--- src/rtl/decoder_pkg.sv ---
// Shared types and constants for the pipelined one-hot decoder.
package decoder_pkg;

    localparam int default_width = 8;

    typedef enum logic [1:0] {
        EMPTY = 2'd0,
        ONE   = 2'd1,
        FULL  = 2'd2
    } fifo_state_e;

endpackage

--- src/rtl/fifo2.sv ---
// Two-entry in-order buffer for decoded words; head entry always drives the output.
module fifo2
    import decoder_pkg::*;
#(
    parameter int width = default_width
) (
    input  logic             clk,
    input  logic             rst,
    input  logic             push,
    input  logic             pop,
    input  logic [width-1:0] push_data,
    input  logic             push_err,
    output fifo_state_e      state,
    output logic [width-1:0] head_data,
    output logic             head_err
);

    fifo_state_e      state_q, state_d;
    logic             load_head, load_tail, shift;
    logic [width-1:0] tail_data;
    logic             tail_err;

    // NOTE: every variable gets a default before the case so no path leaves it unassigned (no latch).
    always_comb begin
        state_d   = state_q;
        load_head = 1'b0;
        load_tail = 1'b0;
        shift     = 1'b0;
        case (state_q)
            EMPTY: begin
                if (push) begin
                    state_d   = ONE;
                    load_head = 1'b1;
                end
            end
            ONE: begin
                if (push && pop) begin
                    load_head = 1'b1;
                end else if (push) begin
                    state_d   = FULL;
                    load_tail = 1'b1;
                end else if (pop) begin
                    state_d = EMPTY;
                end
            end
            FULL: begin
                if (pop) begin
                    state_d = ONE;
                    shift   = 1'b1;
                end
            end
            default: state_d = EMPTY;
        endcase
    end

    // NOTE: sequential state uses non-blocking assignments so all registers update together.
    always_ff @(posedge clk) begin
        if (rst) begin
            state_q   <= EMPTY;
            // NOTE: storage is cleared on reset so a dropped word can never reappear on the output.
            head_data <= '0;
            head_err  <= 1'b0;
            tail_data <= '0;
            tail_err  <= 1'b0;
        end else begin
            state_q <= state_d;
            if (load_head) begin
                head_data <= push_data;
                head_err  <= push_err;
            end else if (shift) begin
                head_data <= tail_data;
                head_err  <= tail_err;
            end
            if (load_tail) begin
                tail_data <= push_data;
                tail_err  <= push_err;
            end
        end
    end

    assign state = state_q;

endmodule

--- src/rtl/decoder3_to_8_pipe.sv ---
// Binary-to-one-hot decoder with valid/ready handshakes, a 2-entry output buffer
// and a saturating count of error-free words delivered.
module decoder3_to_8_pipe
    import decoder_pkg::*;
#(
    parameter int width = default_width
) (
    input  logic                     clk,
    input  logic                     rst,
    input  logic                     in_valid,
    output logic                     in_ready,
    input  logic [$clog2(width)-1:0] in,
    output logic                     out_valid,
    input  logic                     out_ready,
    output logic [width-1:0]         out,
    output logic                     err,
    output logic [15:0]              count
);

    fifo_state_e      state;
    logic             push, pop;
    logic [width-1:0] dec_data;
    logic             dec_err;

    // Codes at or above width only exist when width is not a power of two.
    always_comb begin
        dec_data = '0;
        dec_err  = 1'b0;
        if (int'(in) < width) begin
            dec_data = {{(width-1){1'b0}}, 1'b1} << in;
        end else begin
            dec_err = 1'b1;
        end
    end

    assign in_ready  = (state != FULL) && !rst;
    assign out_valid = (state != EMPTY);
    assign push      = in_valid && in_ready;
    assign pop       = out_valid && out_ready;

    fifo2 #(.width(width)) u_fifo2 (
        .clk       (clk),
        .rst       (rst),
        .push      (push),
        .pop       (pop),
        .push_data (dec_data),
        .push_err  (dec_err),
        .state     (state),
        .head_data (out),
        .head_err  (err)
    );

    always_ff @(posedge clk) begin
        if (rst) begin
            count <= '0;
        end else if (pop && !err && (count != 16'hFFFF)) begin
            count <= count + 16'd1;
        end
    end

endmodule

--- config.mk ---
export PLATFORM = sky130hd
export DESIGN_NAME = decoder3_to_8_pipe
export DESIGN_NICKNAME = d
export VERILOG_FILES = /design/src/rtl/decoder_pkg.sv /design/src/rtl/fifo2.sv /design/src/rtl/decoder3_to_8_pipe.sv
export SDC_FILE = /design/constraint.sdc
export NUM_CORES = 1
export LEC_CHECK = 0
export ABC_AREA = 1
export ABC_CLOCK_PERIOD_IN_PS = 3400
export BUFFER_PORTS_ARGS = -buffer_cell sky130_fd_sc_hd__buf_2
export CELL_PAD_IN_SITES_DETAIL_PLACEMENT = 1
export CELL_PAD_IN_SITES_GLOBAL_PLACEMENT = 1
export CORE_MARGIN = 1
export CORE_UTILIZATION = 42
export DETAILED_ROUTE_END_ITERATION = 8
export GPL_TIMING_DRIVEN = 0
export PLACE_DENSITY = 0.81
export SKIP_LAST_GASP = 1
export SYNTH_ARGS = -nofsm -noshare
export SYNTH_HDL_FRONTEND = slang
export SYNTH_SLANG_ARGS = --single-unit
--- constraint.sdc ---
create_clock -name clk -period 3.4 [get_ports clk]
set_input_delay 0.68 -clock clk [delete_from_list [all_inputs] [get_ports clk]]
set_output_delay 0.68 -clock clk [all_outputs]
set_load 0.05 [all_outputs]
==> results.toml <==
[run_status]
status = "completed"

[min_path]
hold_class = "flop to flop"
hp-start = "u_fifo2.head_data[7]$_SDFFE_PP0P_"
hold_path_end = "u_fifo2.head_data[7]$_SDFFE_PP0P_"
min_path_cells = 2

[grt]
overflow = 0
track_usage = 0.236
grt_max_degree = 11
first_global_vias = 1757
antenna_found_initial = 0
grt_pass1_wl_mm = 8.00

[placed_design]
dp_hpwl_mm = 3.51
place_area_sq_um = 2040
port_buffers = 32
dp_cells = 346
place_congestion = 0.777

[critical_path]
cpPeakStageDelay_ns = 0.55
critPathBufInv = 3
cp_common_cell = "buf_2"
reg2reg_setup_slack_ns = 1.67
r2r_end = "count[8]$_SDFFE_PP0P_"
cp_max_fo = 10
criticalPathCategory = "primary input to primary output"
ff2ff_path_depth = 10
cp-end-kind = "primary output"
cp_slowest_cell = "buf_1"
cp_cell_sequence = "buf_2 > buf_1 > nor2_1 > buf_2"
crit_arrival_ns = 1.71
crit_required_ns = 2.72
startpoint_type = "primary input"
cp_top_family = "buffers and inverters"
r2r_start = "count[0]$_SDFFE_PP0P_"

[drt]
drc_errors = 0
wl_mm = 4.65
dr.pass1.iters = 4
num_vias = 1772
final_antenna_net_count = 0
avgViaCountPerCell = 5.01
wl_per_cell_um = 13.1
drtIter0Drc = 63

[synthesis]
syn-num-nets = 272
synthAdderAreaFrac = 0.00688
synthMuxAreaShare = 0
synth_cell_types = 29
synth_compound_area_frac = 0.131
yosysSeqAreaShare = 0.374
synth_top_cell_by_area = "dfxtp_1"
ys.flop_type = "dfxtp_1"
syn_avg_cell_area_sq_um = 6.89
synth-simple-area-share = 0.381
synth_edf_count = 0
yosysWarningCount = 0
synth_top_area_share = 0.374
syn_inst = 264
synth-async-reset-ratio = 0
synth.area.top_cells = "dfxtp_1, nand2_1, nor2_1"
synth_xor_area_frac = 0.0337
syn-cell-area_sq_um = 1820
ys_ff_latch = 34
synth_top_family_by_area = "simple AND/OR/NAND/NOR gates"

[clock_tree]
cts_sinks = 34
cts-root-buf = "clkbuf_8"
cts_setup_buffers = 0
tritoncts = "built"
holdBufCountCts = 0
cts_made_buffers = 5
clk-insertion-delay-late_ns = 0.28
cts.clk_slew.worst_paths_ns = 0.07
clk_path_buf_depth = 2
htreeDepth = 2
cts-resized-gates = 0

[layout]
design_area_sq_um = 2150
final_common_cell = "nand2_1"
drive_above_1_share = 0.237
area_growth_pct = 18.1
layout_common_cells = "nand2_1, nor2_1, dfxtp_1, buf_2, inv_1"
fin_nets = 311
layoutNonFillerInstCount = 354
antenna_cells = 0
fin_util = 0.525

[power]
p_total_mw = 0.874
leakagePower_nw = 0.879
power_density_nw_per_um2 = 407
vdd_drop_max_mv = 0.220

[die]
core_sq_um = 4090
rows = 23
dieArea_sq_um = 4600
ios = 34
die_h_um = 67.8
initial_core_util = 0.445
die_w_um = 67.8

[flow_run]
drv_cap = 0

[timing]
skew_ns = 0.00563
slew_headroom = 0.542
setup_viol = 0
timing.fmax_ghz = 0.418
hold_viol = 0
finalCritPeriodShare = 0.704
fin_crit_ns = 2.39
tightest_slew_ns = 0.686
fin_setup_tns_ns = 0
rsz0062_at_grt = "no"
drv_slew = 0
[layout make-up]
cell class	instances	area [sq um]
fillers	567	1940
multi-input cells	203	1010
flip-flops and latches	34	681
repair buffers	32	160
inverters	21	83.8
clock buffers	7	76.3
well taps	50	62.6
plain buffers	6	46.3
clock inverters	1	30.0
[tightest hold or removal path: stages (launching register included)]
cell	delay, ns
dfxtp_1	0.31
nand2_1	0.06
a31oi_1	0.06
[worst max-delay path by stage]
| stage | startpoint | to | slack [ns] | cells past startpoint |
|---|---|---|---|---|
| after floorplan | rst | in_ready | 1.10 | 2 |
| after global placement | rst | in_ready | 1.02 | 4 |
| after detailed placement | rst | in_ready | 0.99 | 4 |
| after CTS | rst | in_ready | 1.0 | 4 |
| after global routing | rst | in_ready | 0.97 | 4 |
| final | rst | in_ready | 1.01 | 4 |
[power by group]
part	switching, mW	internal [mW]	total [mW]
clock	0.147	0.219	0.366
sequential	0.00594	0.406	0.412
combinational	0.0709	0.0252	0.0961
[layer usage]
layer	GRT usage	wire, um	up-vias
li1	-	-	923
met1	0.278	2110	814
met2	0.418	2330	29
met3	0.0557	144	6
met4	0.0703	58	0
met5	0	0	-
[cells by family (layout without fill, tap and decap cells)]
| kind of cell | after synthesis | in the layout |
|---|---|---|
| buf+inv | 27 | 67 |
| fa+ha+maj | 1 | 1 |
| compound gates | 38 | 38 |
| other cells | 1 | 1 |
| xor+xnor | 7 | 7 |
| simple gates | 156 | 156 |
| flops | 34 | 34 |
[synthesized netlist by cell type (3+ instances only)]
cell,number
a21oi_1,4
a21oi_2,9
a31oi_1,9
dfxtp_1,34
inv_1,19
nand2_1,74
nand2_2,12
nand3_1,6
nand4_1,4
nor2_1,41
nor2_2,4
nor2_4,3
nor3_1,8
o21ai_0,13
xor2_1,5
[flip-flops by register name, summed over array words and instances, names as in the netlist]
name,count
count,16
u_fifo2.head_data,8
u_fifo2.tail_data,8
u_fifo2.state,2
[stage by stage]
| stage | hold WS [ns] | setup WS, ns |
|---|---|---|
| global route | 0.517 | 0.973 |
| global placement | 0.465 | 1.02 |
| finish | 0.479 | 1.01 |
| floorplan | 0.449 | 1.10 |
| CTS | 0.486 | 0.995 |
| detailed placement | 0.475 | 0.992 |
No activity file was read; power rests on OpenSTA's default activity.
